### config.mk
export PLATFORM = sky130hd
export DESIGN_NAME = pwm_duty_ctrl
export DESIGN_NICKNAME = d
export VERILOG_FILES = /design/src/rtl/pwm_duty_ctrl.sv
export SDC_FILE = /design/constraint.sdc
export NUM_CORES = 1
export LEC_CHECK = 0
export BUFFER_PORTS_ARGS = -buffer_cell sky130_fd_sc_hd__buf_4
export CAP_MARGIN = 20
export CORE_ASPECT_RATIO = 0.5
export CORE_UTILIZATION = 35
export DETAILED_ROUTE_END_ITERATION = 16
export PLACE_DENSITY = 0.52
export SETUP_SLACK_MARGIN = 0.5
export SYNTH_ARGS = -nofsm -noshare
export SYNTH_HDL_FRONTEND = slang
export SYNTH_SLANG_ARGS = --single-unit
### constraint.sdc
create_clock -name clk -period 5.4 [get_ports clk]
set_input_delay 0.54 -clock clk [delete_from_list [all_inputs] [get_ports clk]]
set_output_delay 0.54 -clock clk [all_outputs]
set_load 0.03 [all_outputs]
### src/rtl/pwm_duty_ctrl.sv
`default_nettype none
//------------------------------------------------------------------------------
// pwm_duty_ctrl - debounced increase/decrease switches with auto-repeat drive a
// saturating 4-bit duty step for a PWM generator.          Revision: 1.0
//------------------------------------------------------------------------------
module pwm_duty_ctrl #(
  parameter int unsigned DEBOUNCE_CYCLES = 4,
  parameter int unsigned REPEAT_CYCLES   = 20,
  parameter int unsigned DUTY_MAX        = 10,
  parameter int unsigned DUTY_INIT       = 5
) (
  input  logic       clk,
  input  logic       rst,
  input  logic       swt_increase,
  input  logic       swt_decrease,
  output logic [3:0] duty,
  output logic       duty_update,
  output logic       at_max,
  output logic       at_min
);

  localparam logic [3:0]  c_DUTY_MAX  = 4'(DUTY_MAX);
  localparam logic [3:0]  c_DUTY_INIT = 4'(DUTY_INIT);
  localparam logic [7:0]  c_DEB_LAST  = 8'(DEBOUNCE_CYCLES - 1);
  localparam logic [15:0] c_REP_LAST  = 16'(REPEAT_CYCLES - 1);

  typedef enum logic [1:0] {
    S_IDLE     = 2'd0,
    S_INC_HOLD = 2'd1,
    S_DEC_HOLD = 2'd2,
    S_LOCK     = 2'd3
  } state_t;

  logic [1:0] sw_raw;
  logic [1:0] deb;
  logic [1:0] deb_prev_q;
  logic [1:0] press;

  assign sw_raw = {swt_decrease, swt_increase};

  // Bit 0 is the increase switch, bit 1 the decrease switch.
  generate
    for (genvar g = 0; g < 2; g++) begin : g_switch
      logic [1:0] sync_q;
      logic [7:0] cnt_q;
      logic       deb_q;

      always_ff @(posedge clk or posedge rst) begin
        if (rst) begin
          sync_q <= 2'b00;
          cnt_q  <= 8'd0;
          deb_q  <= 1'b0;
        end else begin
          sync_q <= {sync_q[0], sw_raw[g]};
          if (sync_q[1] != deb_q) begin
            if (cnt_q == c_DEB_LAST) begin
              deb_q <= sync_q[1];
              cnt_q <= 8'd0;
            end else begin
              cnt_q <= cnt_q + 8'd1;
            end
          end else begin
            cnt_q <= 8'd0;
          end
        end
      end

      assign deb[g] = deb_q;
    end
  endgenerate

  assign press = deb & ~deb_prev_q;

  state_t      state_q, state_d;
  logic [15:0] rep_q, rep_d;
  logic [3:0]  duty_q, duty_d;
  logic        upd_q, upd_d;
  logic        at_max_q, at_min_q;
  logic        inc_req, dec_req;

  always_comb begin
    state_d = state_q;
    rep_d   = rep_q;
    inc_req = 1'b0;
    dec_req = 1'b0;
    case (state_q)
      S_IDLE: begin
        rep_d = 16'd0;
        if ((press[0] && press[1]) || (deb[0] && deb[1])) begin
          state_d = S_LOCK;
        end else if (press[0]) begin
          inc_req = 1'b1;
          state_d = S_INC_HOLD;
        end else if (press[1]) begin
          dec_req = 1'b1;
          state_d = S_DEC_HOLD;
        end
      end
      S_INC_HOLD: begin
        if (deb[1]) begin
          state_d = S_LOCK;
        end else if (!deb[0]) begin
          state_d = S_IDLE;
        end else if (rep_q == c_REP_LAST) begin
          inc_req = 1'b1;
          rep_d   = 16'd0;
        end else begin
          rep_d = rep_q + 16'd1;
        end
      end
      S_DEC_HOLD: begin
        if (deb[0]) begin
          state_d = S_LOCK;
        end else if (!deb[1]) begin
          state_d = S_IDLE;
        end else if (rep_q == c_REP_LAST) begin
          dec_req = 1'b1;
          rep_d   = 16'd0;
        end else begin
          rep_d = rep_q + 16'd1;
        end
      end
      S_LOCK: begin
        rep_d = 16'd0;
        if (deb == 2'b00) state_d = S_IDLE;
      end
      default: state_d = S_IDLE;
    endcase
  end

  // A saturated step leaves duty untouched and raises no update pulse.
  always_comb begin
    duty_d = duty_q;
    upd_d  = 1'b0;
    if (inc_req && (duty_q != c_DUTY_MAX)) begin
      duty_d = duty_q + 4'd1;
      upd_d  = 1'b1;
    end else if (dec_req && (duty_q != 4'd0)) begin
      duty_d = duty_q - 4'd1;
      upd_d  = 1'b1;
    end
  end

  always_ff @(posedge clk or posedge rst) begin
    if (rst) begin
      state_q    <= S_IDLE;
      rep_q      <= 16'd0;
      deb_prev_q <= 2'b00;
      duty_q     <= c_DUTY_INIT;
      upd_q      <= 1'b0;
      at_max_q   <= (c_DUTY_INIT == c_DUTY_MAX);
      at_min_q   <= (c_DUTY_INIT == 4'd0);
    end else begin
      state_q    <= state_d;
      rep_q      <= rep_d;
      deb_prev_q <= deb;
      duty_q     <= duty_d;
      upd_q      <= upd_d;
      at_max_q   <= (duty_d == c_DUTY_MAX);
      at_min_q   <= (duty_d == 4'd0);
    end
  end

  assign duty        = duty_q;
  assign duty_update = upd_q;
  assign at_max      = at_max_q;
  assign at_min      = at_min_q;

endmodule
`default_nettype wire

# [After elaboration in Yosys (flattened, before gate mapping)]
# Cells that the tools add are included.
[totals] reg_bits=49 wordCells=87 out_inout_bits=7
[op_classes] eq_ne=18 n_reduce_logical=14 bitwise_logic=2 addsub=5 muxes=35
[op_table] cell="16-bit 2-to-1 mux" n=5
[op_table] cell="16-bit case mux with 3 select lines" n=1
[op_table] cell="8-bit 2-to-1 mux" n=4
[op_table] cell="16-bit by 1-bit adder with 16-bit output, second input constant" n=1
[op_table] cell="8-bit by 1-bit adder with 8-bit output, second input constant" n=2
[op_table] cell="16-bit by 5-bit == test with 1-bit output, second input constant" n=1
[op_table] cell="8-bit by 2-bit == test with 1-bit output, second input constant" n=2
[op_table] cell="2-bit 2-to-1 mux" n=8
[op_table] cell="1-bit 2-to-1 mux" n=12
[op_table] cell="2-bit inequality test, second input constant" n=5
[op_table] cell="4-bit 2-to-1 mux" n=2
[op_table] cell="4-bit inequality test, second input constant" n=2
[op_table] cell="2-bit case mux with 4 select lines" n=1
[op_table] cell="4-bit AND reduction" n=2
[op_table] cell="3-bit inequality test, second input constant" n=2
[op_table] cell="4-bit by 1-bit adder with 4-bit output, second input constant" n=1
[op_table] cell="2-bit == test, second input constant" n=2
[op_table] cell="4-bit == test, second input constant" n=1
[op_table] cell="1-bit logical AND" n=4
[op_table] cell="2-bit zero test" n=2
[op_table] cell="4-bit zero test" n=1
[op_table] cell="1-bit case mux with 2 select lines" n=2
[op_table] cell="2-bit AND reduction" n=2
[op_table] cell="4-bit nonzero test" n=1
[op_table] cell="7 further kinds" n=8

# [Longest topological paths before layout]
# Gate-level depths: netlist of the first run.
[depth] depth_word=10 ltp_mapped=9 ltp_nobuf=9

# [Worst setup path after synthesis of the first run]
# Ideal clock, no wire load.
[synth_timing] kind="flip-flop to flip-flop" from="reg duty_q[1], in the netlist duty[1]" to="reg at_min_q, in the netlist at_min" path_stages_with_launch=9 arrival_ns=1.890 required_ns=5.304 n_path_buf=0 setup_slack_ns=3.415 path_cell_list="dfrtp_1 > ha_1 > nand3b_1 > nand3_1 > o21ai_2 > mux2_1 > a31oi_4 > inv_2 > nor4_2"
[synth_via] elab_chain_len=5
[synth_rtl] element="start, declared" line_no="76" rtl="logic [3:0] duty_q, duty_d;"
[synth_rtl] element="start signal, assigned" line_no="149" rtl="duty_q <= c_DUTY_INIT;"
[synth_rtl] element="start signal, assigned" line_no="157" rtl="duty_q <= duty_d;"
[synth_rtl] element="parallel branches: the longest is 3 deep, another holds 4-bit by 1-bit subtractor with 4-bit output"
[synth_rtl] element="4-bit 2-to-1 mux (*)" line_no="135" rtl="if (inc_req && (duty_q != c_DUTY_MAX)) begin"
[synth_rtl] element="via duty_d[1]" line_no="76"
[synth_rtl] element="4-bit zero test (*)" line_no="160" rtl="at_min_q <= (duty_d == 4'd0);"
[synth_rtl] element="end signal, assigned" line_no="152" rtl="at_min_q <= (c_DUTY_INIT == 4'd0);"
[synth_rtl] element="end signal, assigned" line_no="160"
[synth_rtl] element="end, declared" line_no="78" rtl="logic at_max_q, at_min_q;"
# Mark *: on every way through the listed nets, which the timed path passes.
# A chain may end at the register's enable or synchronous reset.

# [Final worst setup path of the first run]
[layout_timing] from="reg state_q[0]" to="reg at_min_q, in the netlist at_min"
[layout_via] elab_chain_len=6
[layout_rtl] element="start, declared" line_no="74" rtl="state_t state_q, state_d;"
[layout_rtl] element="start signal, assigned" line_no="154" rtl="state_q <= state_d;"
[layout_rtl] element="2-bit == test or 2-bit zero test (tied branches)" line_no="86" rtl="case (state_q)"
[layout_rtl] element="1-bit case mux with 2 select lines" line_no="86"
[layout_rtl] element="1-bit logical AND" line_no="138" rtl="end else if (dec_req && (duty_q != 4'd0)) begin"
[layout_rtl] element="4-bit 2-to-1 mux" line_no="138"
[layout_rtl] element="4-bit 2-to-1 mux (*)" line_no="135"
[layout_rtl] element="via duty_d[1]" line_no="76"
[layout_rtl] element="4-bit zero test (*)" line_no="160"
# The timed path passes the listed nets; every way through them passes the cells marked *.

==> metrics.txt, run 1 <==
status=finished clean; post-detailed-route count of antenna-violating nets=0; Rows=21; grt met1 use=20.63%; worst rel slew slack=roughly half; fmax=473.7 MHz; DP HPWL=3.370 mm; met3 Usage GRT=4.106%; Hold/Removal Path Class=primary input to asynchronous set/reset pin; antenna violations before repair=0; CP arrival=approximately 2.3 ns; DR iter-0 viols=106; Chip Height=62.62 µm; Max Slew Vio Count=0; first-pass GRT wire length=8.804 mm; Setup-failing EPs final=0; number of global-route vias before repair=1,845; Post-CTS Hold Buffers=0; worst slew pin tran=0.7378 ns; Logic pwr share=37.8%; first drt pass iteration count=4; GRT Util Overall=approximately 15%; Layout Skew=0.004082 ns; final WL=4.878 mm; syn nets=270; NumNets Final=around 290; clock root buffer=clkbuf_16; # resized after CTS=0; largest net degree at the start of global routing=50; cell taking the most area after synthesis=dfrtp_1; Leak=0.001259 µW; core box area=0.006884 mm²; setup_tns=0 ns; worst-path maximum fanout=8; DRC Markers=0; Ports=11; Main synth FF type=dfrtp_1; area of the die=0.007717 mm²; sequential power share=37.0%; met2 global-route usage=roughly 22%; Worst setup EP type=flop; pwr/cell area=between 400 and 500 mW/mm²; RSZ-0062 raised after global routing=no; Tcrit/Tclk final=approximately two fifths; final core utilization=42.84%; total grt overflow=0; layout cells sized above 1=between 10% and 20%; Sw Share=39.32%; H-tree Lvls=2; CTS tree=yes; Port-buffer cells=10; Area contributors post-synth=dfrtp_1 (46%), ha_1 (4.9%), nor2_1 (4.7%); clk sinks=49; Seq/Total Area, Yosys=47.76%; startpoint types=flop; Post-synth EDFFs=0; Clk pwr share=25.1%; YS warnings=0; grt peak-use layer=met2; kind of critical path=flop to flop; Hold Vio Cnt, Final=0; DR WL/cell=13.36 µm; GPL Wtd Cong=0.8044; Starting Density=37.37%; die width=123.2 µm; Longest Clk Path Bufs=2; Yosys top cell area share=45.72%; ys async rst share=100.0%; post-CTS repair timing setup buffer count=0; Req. time, crit path=5.59 ns; drt via density=5.060; total CTS buffers=5; Worst-path clk slew=roughly 0.070 ns; VDD IR max=0.0001577 V; internal power=888.3 µW; Switch Pwr=575.5 µW; Area growth syn-to-layout=14.64%; Mean Syn Cell Area=between 10 and 15 µm²; max cap viols=0; FF+latch count, synth=49; diode count=0; Final min period=2.111 ns; Post-Synthesis Cells=256; Yosys cell types=44; worst skew pair latency=0.29 ns; synthesized area=0.002572 mm²; vias post-DR=1,847
==> routing by layer <==
metal	wire length, µm	share of wire, %
met1	2614	54
met2	2091	43
met3	109	2.2
met4	63	1.3
met5	0	0
==> flip-flops by register name, indices dropped and copies added, names as in the netlist <==
name	cells
g_switch.sync_q	4
state_q	2
duty	4
at_max	1
rep_q	16
deb_prev_q	2
duty_update	1
g_switch.cnt_q	16
at_min	1
g_switch.deb_q	2
==> final timing paths <==
| kind | cells past startpoint | to | from | slack, ns |
|---|---|---|---|---|
| setup / recovery | 9 | at_min | state_q[0] | 3.29 |
| hold reg to reg | 0 | g_switch[1].sync_q[1] | g_switch[1].sync_q[0] | 0.35 |
| max in group asynchronous | 3 | duty[0] | rst | 4.72 |
| min in group clk | 0 | g_switch[1].sync_q[1] | g_switch[1].sync_q[0] | 0.35 |
| setup reg to reg | 9 | at_min | state_q[0] | 3.29 |
| hold / removal | 2 | g_switch[1].cnt_q[5] | rst | 0.14 |
==> power by group through the flow <==
stage / registers, µW / logic, µW / clock network (µW)
2_1_floorplan: 549 / 409 / 0
3_3_place_gp: 546 / 546 / 0
3_5_place_dp: 546 / 554 / 0
4_1_cts: 541 / 557 / 379
5_1_grt: 559 / 629 / 398
6_report: 542 / 554 / 368
==> logic make-up (layout without fill, tap and decap cells) <==
| family | after synthesis | count (layout) | share of synthesized area, % |
|---|---|---|---|
| AOI/OAI and AO/OA | 47 | 47 | 11.92 |
| xor gates and xnor gates | 20 | 20 | 7.101 |
| adders and majority gates | 10 | 10 | 4.864 |
| buffers and inverters | 17 | 34 | 2.578 |
| DFF | 49 | 49 | 47.76 |
| muxes | 4 | 4 | 1.751 |
| and+or+nand+nor | 109 | 109 | 24.03 |
==> stage by stage <==
stage          worst slack (ns)  instance area (µm²)  hold slack [ns]  cells  power, µW
2_1_floorplan             3.415                 2572           0.3312    256      958.5
3_3_place_gp              3.371                 2753           0.3311    356       1092
3_5_place_dp              3.252                 2753           0.3373    356       1100
4_1_cts                   3.236                 2929           0.3463    364       1477
5_1_grt                   3.036                 2949           0.1445    365       1585
6_report                  3.289                 2949           0.1449    365       1464
==> cell usage after synthesis, types with 5 or more instances <==
cell type / count
nor2b_1: 5
xor2_1: 11
nand3_1: 16
or3_1: 5
and3_1: 10
xnor2_1: 8
nor3_1: 6
inv_1: 13
nand2_1: 15
dfrtp_1: 47
o21ai_0: 18
ha_1: 10
nor2_1: 32
a21oi_1: 10
==> placed cells by master, fill, tap and decap left out, types with 2 or more instances in the layout <==
cell and instances:
o22ai_1 2, nor4b_4 2, a21oi_1 10, o221ai_1 2, o21a_1 2, ha_1 10
clkbuf_16 5, nor2_1 32, dfrtp_1 47, nand4_1 2, nor2b_1 5, xor2_1 11
a211oi_1 2, buf_4 10, nand2_1 15, and3_1 10, nand3_1 16, a21oi_2 2
o21ai_0 18, mux2_2 3, inv_2 3, o31ai_1 2, or3_1 5, nor4b_1 2
xnor2_1 8, nor4_2 2, nor3_1 6, inv_1 12, dfstp_2 2, or2_2 3
nand2b_1 4
==> critical path: stages (launching register included) <==
cell	delay (ns)
dfrtp_1	0.38
inv_1	0.09
ha_1	0.28
nor2b_1	0.18
o221ai_1	0.21
a21oi_2	0.08
mux2_1	0.33
a31oi_4	0.18
inv_2	0.06
nor4_2	0.23
==> area by class of cell <==
cell class / instances / area (µm²)
clock buffers: 6 / 138.9
clock inverters: 2 / 37.54
fillers: 647 / 3935
inverters: 15 / 56.30
multi-input cells: 190 / 1277
flip-flops and latches: 49 / 1229
well taps: 92 / 115.1
repair buffers: 11 / 95.09
No activity file was read; power rests on OpenSTA's default activity.
==> run 2, diff against run 1 <==
Settings changed: PLACE_DENSITY 0.52 to 0.54.
Clock period 5.4 ns to 1.9 ns, I/O delays scaled along.
==> run 2 against run 1 <==
  * The flow now finishes with violations (negative hold slack, negative setup slack)
  * Worst setup slack got worse by 3.4 ns
  * Largest cell class unchanged
  * Clock skew grew 0.0015 ns
  * Worst hold slack got worse by 0.16 ns
  * Final cell count grew 12%
  * Sequential power grew to 2.7 times the previous value
  * Highest routed layer unchanged
  * Critical path depth unchanged
  * Utilization increased by 11 points
  * Non-clock buffer count grew 44
==> metrics.txt, run 2 (synthesized netlist as in run 1, its figures left out) <==
Longest Clk Path Bufs=2 (unchanged); Slowest Stage Delay on Critical Path=0.37 ns (about the same); total CTS buffers=5 (unchanged); Placed Cells=384 (+7.9%); die width=123.2 µm (unchanged); diode count=0 (unchanged); Worst R2R Setup Slack=-0.08 ns (-3.36 ns); CTS tree=yes; Starting Density=37.37% (unchanged); GRT Util Overall=16.13% (+1.5 points); worst slew pin tran=0.6146 ns (-0.1232 ns); Area growth syn-to-layout=43.39%; DRC Markers=0 (unchanged); VDD IR max=0.0005508 V (+250%); largest net degree at the start of global routing=29 (-42%); Buf/Inv on CP=2 (unchanged); DP HPWL=3.804 mm (+13%); clock root buffer=clkbuf_16; Worst setup EP type=flop; Final min period=1.975 ns (-0.1357 ns); Place WS=-0.05433 ns (-3.307 ns); worst skew pair latency=0.29 ns (about the same); area of the die=0.007717 mm² (unchanged); CP most frequent cell=inv_2; Filler cells=606 (-6.3%); crit-path leading delay family=compound AO/OA/AOI/OAI gates; most frequent cells in the layout=buf_4 (45), dfrtp_1 (42), nor2_1 (31); antenna violations before repair=0 (unchanged); slowest CP cell=dfstp_2; Worst-path clk slew=0.07 ns (about the same); Hold/Removal Path Class=primary input to asynchronous set/reset pin; max cap viols=0 (unchanged); Post-Layout Cell Count=410 (+12%); Cell Area, Placed=0.003098 mm² (+13%); Ports=11 (unchanged); CP arrival=2.17 ns (-0.13 ns); R2R depth=9 (unchanged); Max Slew Vio Count=0 (unchanged); DR iter-0 viols=81 (-24%); Hold Vio Cnt, Final=25 (+25); worst-path maximum fanout=3 (-5); WHS=-0.01785 ns (-0.1627 ns); Port-buffer cells=10 (unchanged); post-layout instance area=0.003689 mm² (+25%); R2R Path Start=duty[0]; total grt overflow=0 (unchanged); first-pass GRT wire length=9.625 mm (+9.3%); status=complete, but fails checks; number of global-route vias before repair=2,022 (+9.6%); Chip Height=62.62 µm (unchanged); clk sinks=49 (unchanged); vias post-DR=2,058 (+11%); drt via density=5.020 (-0.81%); core box area=0.006884 mm² (unchanged); crit-path cells=inv_2 -> ha_2 -> nand2b_1 -> o221ai_2 -> a21oi_4 -> mux2_4 -> a31oi_4 -> inv_2 -> nor4_2; RSZ-0062 raised after global routing=yes; final WL=5.888 mm (+21%); fmax=506.3 MHz (+6.9%); most common cell after layout, fill and taps aside=buf_4; startpoint types=flop; Layout Skew=0.005551 ns (+0.001469 ns); pwr/cell area=1492 mW/mm² (+200%); setup_tns=-0.1624 ns (-0.1624 ns); post-detailed-route count of antenna-violating nets=0 (unchanged); H-tree Lvls=2 (unchanged); kind of critical path=flop to flop; GPL Wtd Cong=0.7785 (-3.2%); setup ws final=-0.07515 ns (-3.364 ns); DR WL/cell=14.36 µm (+7.5%); final core utilization=53.58% (+11 points); failing checks=negative hold slack, negative setup slack; Leak=0.001532 µW (+22%); layout cells sized above 1=41.82% (+26 points); NumNets Final=331 (+16%); Tcrit/Tclk final=104.0% (+65 points); Setup-failing EPs final=4 (+4); Req. time, crit path=2.10 ns (-3.49 ns); Rows=21 (unchanged); largest registers=g_switch.cnt_q: 16 flops, rep_q: 16 flops; Reg2Reg Capture Point=at_min; first drt pass iteration count=4 (unchanged); worst rel slew slack=58.97% (+8.2 points)
==> run 2: changes by cell type in the layout (fill, tap and decap cells not counted), sizes merged <==
cell         before  now
dlygate4sd3       0    2
a21oi            12   13
bufinv            1    2
inv              15   16
clkinvlp          1    0
clkbuf            6    5
buf              11   53
==> run 2: stage by stage <==
step | total power, µW | hold slack [ns]
final | 5504 | -0.01785
after global routing | 5871 | 0.03540
after CTS | 5227 | 0.009960
after detailed placement | 3721 | 0.3003
after global placement | 3691 | 0.2995
after floorplan | 3066 | 0.2214
==> run 2: final cells by class <==
type                            instances  area (µm²)  share of cell area [%]
Clock buffer                            5       125.1                   3.392
Clock inverter                          3       68.82                   1.866
Multi-Input combinational cell        191        1632                   44.23
Timing Repair Buffer                   55       456.7                   12.38
Inverter                               15       56.30                   1.526
Tap cell                               92       115.1                   3.121
Sequential cell                        49        1235                   33.48
==> run 2: repair_timing <==
item | in CTS | in global routing
setup endpoints to repair | 41 | 30
endpoints found under the hold margin | 2 | 0
gates resized for setup | 31 | 22
hold buffers | 2 | 0
pin swaps | 20 | 15
setup buffers | 10 | 5
cloned | 1 | 0
==> run 2: how the worst max path moves through the flow <==
stage	from	endpoint	slack, ns	cells after the start
after floorplan	duty[0]	at_min	-0.0007	6
after global placement	rep_q[8]	at_max	-0.02	6
after detailed placement	rep_q[8]	at_max	-0.05	6
after CTS	duty[0]	at_max	-0.02	9
after global routing	rep_q[1]	rep_q[5]	-0.18	9
final	duty[0]	at_min	-0.08	9
==> run 2: metal layers <==
metal  GRT usage (%)  vias to the layer above  part of all wire (%)
li1                -                     1020                     -
met1           21.43                     1009                    48
met2           26.33                       24                    49
met3           4.106                        5                   3.1
met4           3.614                        0                  0.70
met5               0                        -                     0
==> run 2: power by group <==
group | total, µW | internal (µW) | switching, µW
Sequential | 1490 | 1280 | 210
Clock | 1150 | 759 | 396
Combinational | 2860 | 1300 | 1560
Total | 5500 | 3340 | 2170
==> run 3, diff against run 2 <==
Settings changed: PLACE_DENSITY 0.54 to 0.5.
==> run 3 against run 2 <==
  * Die area is the same
  * Worst hold slack improved by 0.37 ns
  * Critical endpoint unchanged
  * Largest power group unchanged
  * The run ends with negative setup slack left
  * Register-to-register slack better by 0.05 ns
  * Largest cell class unchanged
  * Critical path type unchanged
==> metrics.txt, run 3 (synthesized netlist as in run 1, its figures left out) <==
Filler cells=601 (-0.83%); kind of critical path=flop to flop; core box area=0.006884 mm² (unchanged); VDD IR max=0.0004999 V (-9.2%); DRC Markers=0 (unchanged); total CTS buffers=5 (unchanged); worst skew pair latency=0.29 ns (about the same); worst slew pin tran=0.4764 ns (-0.1381 ns); fmax=519.5 MHz (+2.6%); failing checks=negative setup slack; number of global-route vias before repair=2,123 (+5.0%); Worst-path clk slew=0.07 ns (about the same); Longest Clk Path Bufs=2 (unchanged); H-tree Lvls=2 (unchanged); status=complete, but fails checks; most frequent cells in the layout=dfrtp_1 (43), buf_4 (43), nor2_1 (29); largest net degree at the start of global routing=29 (unchanged); total grt overflow=0 (unchanged); drt via density=5.022 (about the same); GRT Util Overall=16.29% (+0.16 points); DR WL/cell=14.30 µm (-0.43%); Hold/Removal Path Class=flop to flop; die width=123.2 µm (unchanged); area of the die=0.007717 mm² (unchanged); largest registers=g_switch.cnt_q: 16 flops, rep_q: 16 flops; CP arrival=2.12 ns (-0.05 ns); crit-path cells=inv_1 -> ha_2 -> nand2b_1 -> o221ai_2 -> a21oi_4 -> mux2_4 -> a31oi_4 -> inv_2 -> nor4_2; Max Slew Vio Count=0 (unchanged); Layout Skew=0.004857 ns (-0.0006938 ns); Worst setup EP type=flop; clock root buffer=clkbuf_16; max cap viols=0 (unchanged); Slowest Stage Delay on Critical Path=0.44 ns (+0.07 ns); worst-path maximum fanout=3 (unchanged); GPL Wtd Cong=0.8062 (+3.6%); clk sinks=49 (unchanged); setup ws final=-0.02494 ns (+0.05022 ns); Final min period=1.925 ns (-0.05022 ns); Setup-failing EPs final=2 (-2); final core utilization=55.58% (+2.0 points); worst rel slew slack=68.19% (+9.2 points); Area growth syn-to-layout=48.74%; Tcrit/Tclk final=101.3% (-2.6 points); Rows=21 (unchanged); Chip Height=62.62 µm (unchanged); layout cells sized above 1=47.08% (+5.3 points); vias post-DR=2,094 (+1.7%); Starting Density=37.37% (unchanged); footprint of the multi-input gates=0.001705 mm² (+4.5%); Port-buffer cells=10 (unchanged); Post-Layout Cell Count=417 (+1.7%); first drt pass iteration count=4 (unchanged); WHS=0.3523 ns (+0.3702 ns); NumNets Final=338 (+2.1%); Cell Area, Placed=0.003060 mm² (-1.2%); startpoint types=flop; first-pass GRT wire length=9.715 mm (+0.94%); Ports=11 (unchanged); total chip power=5682 µW (+3.2%); post-layout instance area=0.003826 mm² (+3.7%); RSZ-0062 raised after global routing=yes; antenna violations before repair=0 (unchanged); DP HPWL=3.776 mm (-0.73%); Leak=0.001576 µW (+2.9%); post-detailed-route count of antenna-violating nets=0 (unchanged); Req. time, crit path=2.10 ns (about the same); FF/Latch Area=0.001234 mm² (-0.10%); Placed Cells=379 (-1.3%); DR iter-0 viols=35 (-57%); pwr/cell area=1485 mW/mm² (-0.48%); slowest CP cell=dfrtp_2; final WL=5.963 mm (+1.3%); diode count=0 (unchanged); CTS tree=yes; Hold Vio Cnt, Final=0 (-100%)
-- run 3: final timing paths --
check,from,to,slack [ns],depth (start not counted)
min reg2reg,g_switch[0].sync_q[0],g_switch[0].sync_q[1],0.35,0
max reg2reg,duty[1],at_min,-0.02,9
max,duty[1],at_min,-0.02,9
min,g_switch[0].sync_q[0],g_switch[0].sync_q[1],0.35,0
max in group asynchronous,rst,duty[2],0.82,4
min in group asynchronous,rst,state_q[0],0.49,3
-- run 3: cell type report --
cell class	instances	area share, %
Inverter	15	1.537
Clock buffer	5	3.270
Clock inverter	3	1.210
Tap cell	92	3.008
Multi-Input combinational cell	191	44.57
Sequential cell	49	32.24
Timing Repair Buffer	62	14.16
-- run 3: worst max-delay path, delay by kind of cell (launching register included) --
kind,cells,cell delay (ns)
adder cells (fa/ha/maj),1,0.20
AO/OA/AOI/OAI,3,0.45
multiplexers,1,0.28
buffers and inverters,2,0.13
flip-flops,1,0.44
AND/OR/NAND/NOR,2,0.33
-- run 3: repair_timing --
| item | CTS | global route |
|---|---|---|
| buffers inserted | 19 | 7 |
| endpoints found under the hold margin | 22 | 0 |
| setup endpoints to repair | 41 | 42 |
| resized for setup | 48 | 30 |
| hold buffers | 3 | 0 |
| pin swaps | 39 | 25 |
| cloned | 0 | 1 |
-- run 3: stage by stage --
step	worst slack [ns]	setup TNS, ns
final	-0.02494	-0.04423
after global placement	-0.02718	-0.05132
after detailed placement	-0.1741	-0.2330
after floorplan	-0.0006730	-0.0006730
after global routing	-0.1339	-0.4861
after CTS	-0.03879	-0.06242
-- run 3: where the power goes --
group / leakage [µW] / internal [µW] / switching [µW]
Combinational: 0.000855 / 1500 / 1670
Clock: 0.0000800 / 623 / 399
Sequential: 0.000640 / 1270 / 218
Total: 0.00158 / 3390 / 2290
-- run 3: metal layers --
layer	share of wire [%]	wire, µm	GRT usage [%]
met1	48	2833	20.33
met2	48	2892	27.16
met3	3.0	178	4.562
met4	0.97	58	5.120
met5	0	0	0
